### src/rtl/rat_flag_unit.sv
// rat_flag_unit: RAT CPU C/Z flag register with interrupt shadow-flag LIFO
// Ports:
//   CLK, RST_N              rising-edge clock, asynchronous active-low reset
//   ALU_C, ALU_Z            combinational carry/zero results from the ALU
//   FLG_C_LD, FLG_Z_LD      load C/Z from the ALU
//   FLG_C_SET, FLG_C_CLR    force C to 1 (SEC) / 0 (CLC)
//   FLG_SHAD_PUSH/POP       interrupt entry saves {C,Z}; RETI restores them
//   C_FLAG, Z_FLAG, CIN     architectural flags; CIN is C_FLAG fed back to the ALU
//   SHAD_CNT                stack occupancy
//   SHAD_OVF, SHAD_UNF      sticky push-while-full / pop-while-empty
// Optional macro RAT_FLG_PUSH_CLR_EN: a successful push also clears C and Z.
module rat_flag_unit #(
  parameter int SHAD_DEPTH = 2,
  parameter int CW = $clog2(SHAD_DEPTH + 1)
) (
  input  logic          CLK,
  input  logic          RST_N,
  input  logic          ALU_C,
  input  logic          ALU_Z,
  input  logic          FLG_C_LD,
  input  logic          FLG_Z_LD,
  input  logic          FLG_C_SET,
  input  logic          FLG_C_CLR,
  input  logic          FLG_SHAD_PUSH,
  input  logic          FLG_SHAD_POP,
  output logic          C_FLAG,
  output logic          Z_FLAG,
  output logic          CIN,
  output logic [CW-1:0] SHAD_CNT,
  output logic          SHAD_OVF,
  output logic          SHAD_UNF
);
  logic [2*SHAD_DEPTH-1:0] stk;
  logic pop_ok, push_ok, push_clr, c_nxt, z_nxt;
  logic [1:0] top;
  int rd_i, wr_i;
  assign CIN = C_FLAG;
  // A push alongside a valid pop always succeeds: it rewrites the slot the pop frees.
  always_comb begin
    pop_ok = FLG_SHAD_POP && SHAD_CNT != '0;
    push_ok = FLG_SHAD_PUSH && (SHAD_CNT != CW'(SHAD_DEPTH) || pop_ok);
    rd_i = pop_ok ? int'(SHAD_CNT) - 1 : 0;
    wr_i = pop_ok ? rd_i : int'(SHAD_CNT);
    top = stk[2*rd_i +: 2];
`ifdef RAT_FLG_PUSH_CLR_EN
    push_clr = push_ok && !pop_ok;
`else
    push_clr = 1'b0;
`endif
    c_nxt = pop_ok ? top[1] : push_clr ? 1'b0 : FLG_C_SET ? 1'b1 : FLG_C_CLR ? 1'b0 : FLG_C_LD ? ALU_C : C_FLAG;
    z_nxt = pop_ok ? top[0] : push_clr ? 1'b0 : FLG_Z_LD ? ALU_Z : Z_FLAG;
  end
  always_ff @(posedge CLK or negedge RST_N) begin
    if (!RST_N) begin
      C_FLAG <= 1'b0;
      Z_FLAG <= 1'b0;
      stk <= '0;
      SHAD_CNT <= '0;
      SHAD_OVF <= 1'b0;
      SHAD_UNF <= 1'b0;
    end else begin
      C_FLAG <= c_nxt;
      Z_FLAG <= z_nxt;
      if (push_ok) stk[2*wr_i +: 2] <= {C_FLAG, Z_FLAG};
      if (push_ok != pop_ok) SHAD_CNT <= push_ok ? SHAD_CNT + CW'(1) : SHAD_CNT - CW'(1);
      if (FLG_SHAD_PUSH && !push_ok) SHAD_OVF <= 1'b1;
      if (FLG_SHAD_POP && !FLG_SHAD_PUSH && !pop_ok) SHAD_UNF <= 1'b1;
    end
  end
endmodule

### config.mk
export PLATFORM = sky130hd
export DESIGN_NAME = rat_flag_unit
export DESIGN_NICKNAME = d
export VERILOG_FILES = /design/src/rtl/rat_flag_unit.sv
export SDC_FILE = /design/constraint.sdc
export NUM_CORES = 1
export LEC_CHECK = 0
export CAP_MARGIN = 20
export CORE_MARGIN = 2
export CORE_UTILIZATION = 50
export DETAILED_ROUTE_END_ITERATION = 16
export GPL_TIMING_DRIVEN = 0
export PLACE_DENSITY_LB_ADDON = 0.25
export SETUP_SLACK_MARGIN = 0.3
export SLEW_MARGIN = 20
export SYNTH_ARGS = -nofsm -noshare
export SYNTH_HDL_FRONTEND = slang
export SYNTH_SLANG_ARGS = --single-unit
### constraint.sdc
create_clock -name CLK -period 6.5 [get_ports CLK]
set_input_delay 0.65 -clock CLK [delete_from_list [all_inputs] [get_ports CLK]]
set_output_delay 0.65 -clock CLK [all_outputs]
set_load 0.03 [all_outputs]
==> flow_summary.yaml <==
run_status:
  status: "finished, final reports clean"
floorplan:
  initial_core_util_pct: 52.2
  core_area_mm2: 0.00127
  num_rows: 13
  die_x_um: 40.4
  die_h_um: 40.4
  io_pins: 17
  die_area_mm2: 0.00163
yosys:
  netlist_instances: 60
  syn_area_per_cell_um2: 11.0
  synth_seq_cells: 10
  ys_seq_area_share_pct: 37.8
  synth_area_um2: 662
  synth.top_cells.by_area: "dfrtp_1 (38%), ha_1 (13%), mux2i_1 (7.6%)"
  post_synth_num_cell_types: 27
  synth_top_area_cell: "dfrtp_1"
  synth_nets: 77
  yosysTopAreaCellShare_pct: 37.8
  yosysWarnings: 0
grt:
  grt_pass1_wl_um: 1860
  grt_overflow: 0
  grt_max_degree: 11
  antenna_found_initial: 0
  gr-usage-all-layers_pct: 17.9
  grt_pass1_vias: 428
setup_path:
  path_buf_inv: 2
  r2r_start: "SHAD_CNT[0]"
  critical_path.startpoint: "SHAD_CNT[0]"
  worstPathArrival_ps: 3470
  cp-start-kind: "flop"
  max_stage_delay_ps: 520
  r2r_end: "stk[0]"
  crit_fanout: 9
  worstSetupPathType: "flop to flop"
  cpMaxStageDelayCell: "or4b_1"
  crit_family: "simple AND/OR/NAND/NOR gates"
  required_ps: 6640
  r2r_setup_slack_ps: 3180
  crit_top_cell: "ha_1"
  r2r_cells: 11
  path_cells: "inv_1, ha_1, nand2b_1, clkbuf_1, a21oi_1, ha_1, ha_1, or4b_1, mux2i_1, nand4_1, mux2_1"
  path_depth: 11
  cp-end-kind: "flop"
pwr:
  cellPowerDensity_mw_per_mm2: 447
  ir_worst_vdd_mv: 0.209
  p_leak_nw: 0.393
worst_hold_path:
  hold_path_depth: 1
  hp-class: "flop to flop"
  holdCritStartpoint: "SHAD_OVF"
  worstHoldEndpoint: "SHAD_OVF"
sta:
  timing_worst_slew_pin_value_ps: 458
  fin_setup_tns_ps: 0
  slew_headroom_pct: 69.4
  fin_ws_ps: 3180
  fmax_ghz: 0.301
  finalHoldViolations: 0
  period_needed_ps: 3320
  rsz0062_at_grt: "no"
  timing.final.crit_share_pct: 51.1
  setup_viol: 0
  finalMaxSlewViolations: 0
  finalClockSkew_ps: 3.59
drt:
  num_vias: 523
  dr.pass1.iters: 2
  totalWireLength_um: 1160
  ant_nets: 0
  vias_per_cell: 5.56
  drt_iter0_drc: 4
  post_drt_wl_per_cell_um: 12.3
  route.detailed.drc: 0
layout:
  fin_cells: 94
  seqCellArea_um2: 250
  final_util_pct: 68.0
  fillers: 111
  layout-drive-gt1-share_pct: 10.1
  final_cell_mix: "clkdlybuf4s50_1 (16), dfrtp_1 (10), ha_1 (7), mux2i_1 (5)"
  fin_area_um2: 863
  final_common_cell: "clkdlybuf4s50_1"
  multi_input_area_um2: 385
  final_nets: 98
  syn2layout_area_growth_pct: 30.4
  n_antenna_cell: 0
clock_network:
  path_clk_slew_ps: 60
  insertion_delay_ps: 260
  clockBufferDepth: 2
  postCtsHoldBufs: 0
  cts_root_buf: "clkbuf_4"
  cts_resized: 0
  cts.sinks: 10
  cts-buffers-inserted: 3
  cts_setup_buffers: 0
  h-tree-depth: 1
  cts_tree: "built"
placed_design:
  dp_hpwl_um: 959
  io_buffers: 16
  dp.cells: 91
  place_area_um2: 841
  dp_slack_ps: 2940
  gp_congestion: 0.731
job:
  drv_cap: 0
==> registers in the layout, indices dropped and copies added (netlist names) <==
register and flops:
stk 4, SHAD_CNT 2, CIN 1, SHAD_OVF 1, SHAD_UNF 1, Z_FLAG 1
==> layer usage <==
metal	global-route usage [%]	up-vias	wire (um)
li1	-	261	-
met1	21.6	244	553
met2	28.2	13	510
met3	5.00	5	54
met4	10.0	0	38
met5	0	-	0
==> final cells by class <==
cell class / count / area share [%]
timing repair buffer: 16 / 18.6
inverter: 4 / 1.74
tap: 15 / 2.17
buffer: 2 / 1.30
clock buffer: 3 / 2.61
multi-input combinational: 44 / 44.6
sequential: 10 / 29.0
==> cells by family after synthesis <==
kind of cell | count (synthesis) | share of synthesized area [%]
simple gates | 15 | 14.4
fa+ha+maj | 7 | 13.2
flops | 10 | 37.8
buf+inv | 6 | 3.97
compound gates | 10 | 11.2
xor+xnor | 3 | 5.11
mux | 9 | 14.4
==> worst max-delay path by stage <==
stage	endpoint
2_1_floorplan	stk[2]
3_3_place_gp	stk[2]
3_5_place_dp	stk[3]
4_1_cts	stk[3]
5_1_grt	stk[3]
6_report	stk[0]
==> stage by stage <==
| step | power (W) | hold WS (ps) |
|---|---|---|
| 2_1_floorplan | 0.000281 | 354 |
| 3_3_place_gp | 0.000341 | 454 |
| 3_5_place_dp | 0.000348 | 456 |
| 4_1_cts | 0.000390 | 471 |
| 5_1_grt | 0.000424 | 496 |
| 6_report | 0.000386 | 468 |
==> synth_stat cells <==
library cell and count:
a211oi_2 1, a21oi_1 1, a31o_2 2, and2b_1 2, buf_4 1, clkbuf_1 1, dfrtp_1 10, ha_1 7
inv_1 4, mux2_1 4, mux2i_1 5, nand2_1 1, nand2b_1 1, nand3_1 1, nand3b_1 1, nand4_1 1
nand4b_1 2, nor2_1 3, nor2b_1 1, o21ai_0 3, o22ai_1 1, o2bb2ai_1 1, o31a_1 1, or3_1 1
or4b_1 1, xnor2_1 2, xnor2_2 1
==> power breakdown <==
| part | total [W] | switching (W) | internal [W] |
|---|---|---|---|
| Clock | 0.0000411 | 0.0000198 | 0.0000213 |
| Combinational | 0.000242 | 0.000124 | 0.000118 |
| Sequential | 0.000102 | 0.0000179 | 0.0000845 |
==> worst register-to-register path, cell delays in order (launching register included) <==
cell,delay [ps]
dfrtp_1,430
inv_1,220
ha_1,220
nand2b_1,100
clkbuf_1,310
a21oi_1,130
ha_1,200
ha_1,330
or4b_1,520
mux2i_1,210
nand4_1,180
mux2_1,340
Power figures use the tool's default switching activity.
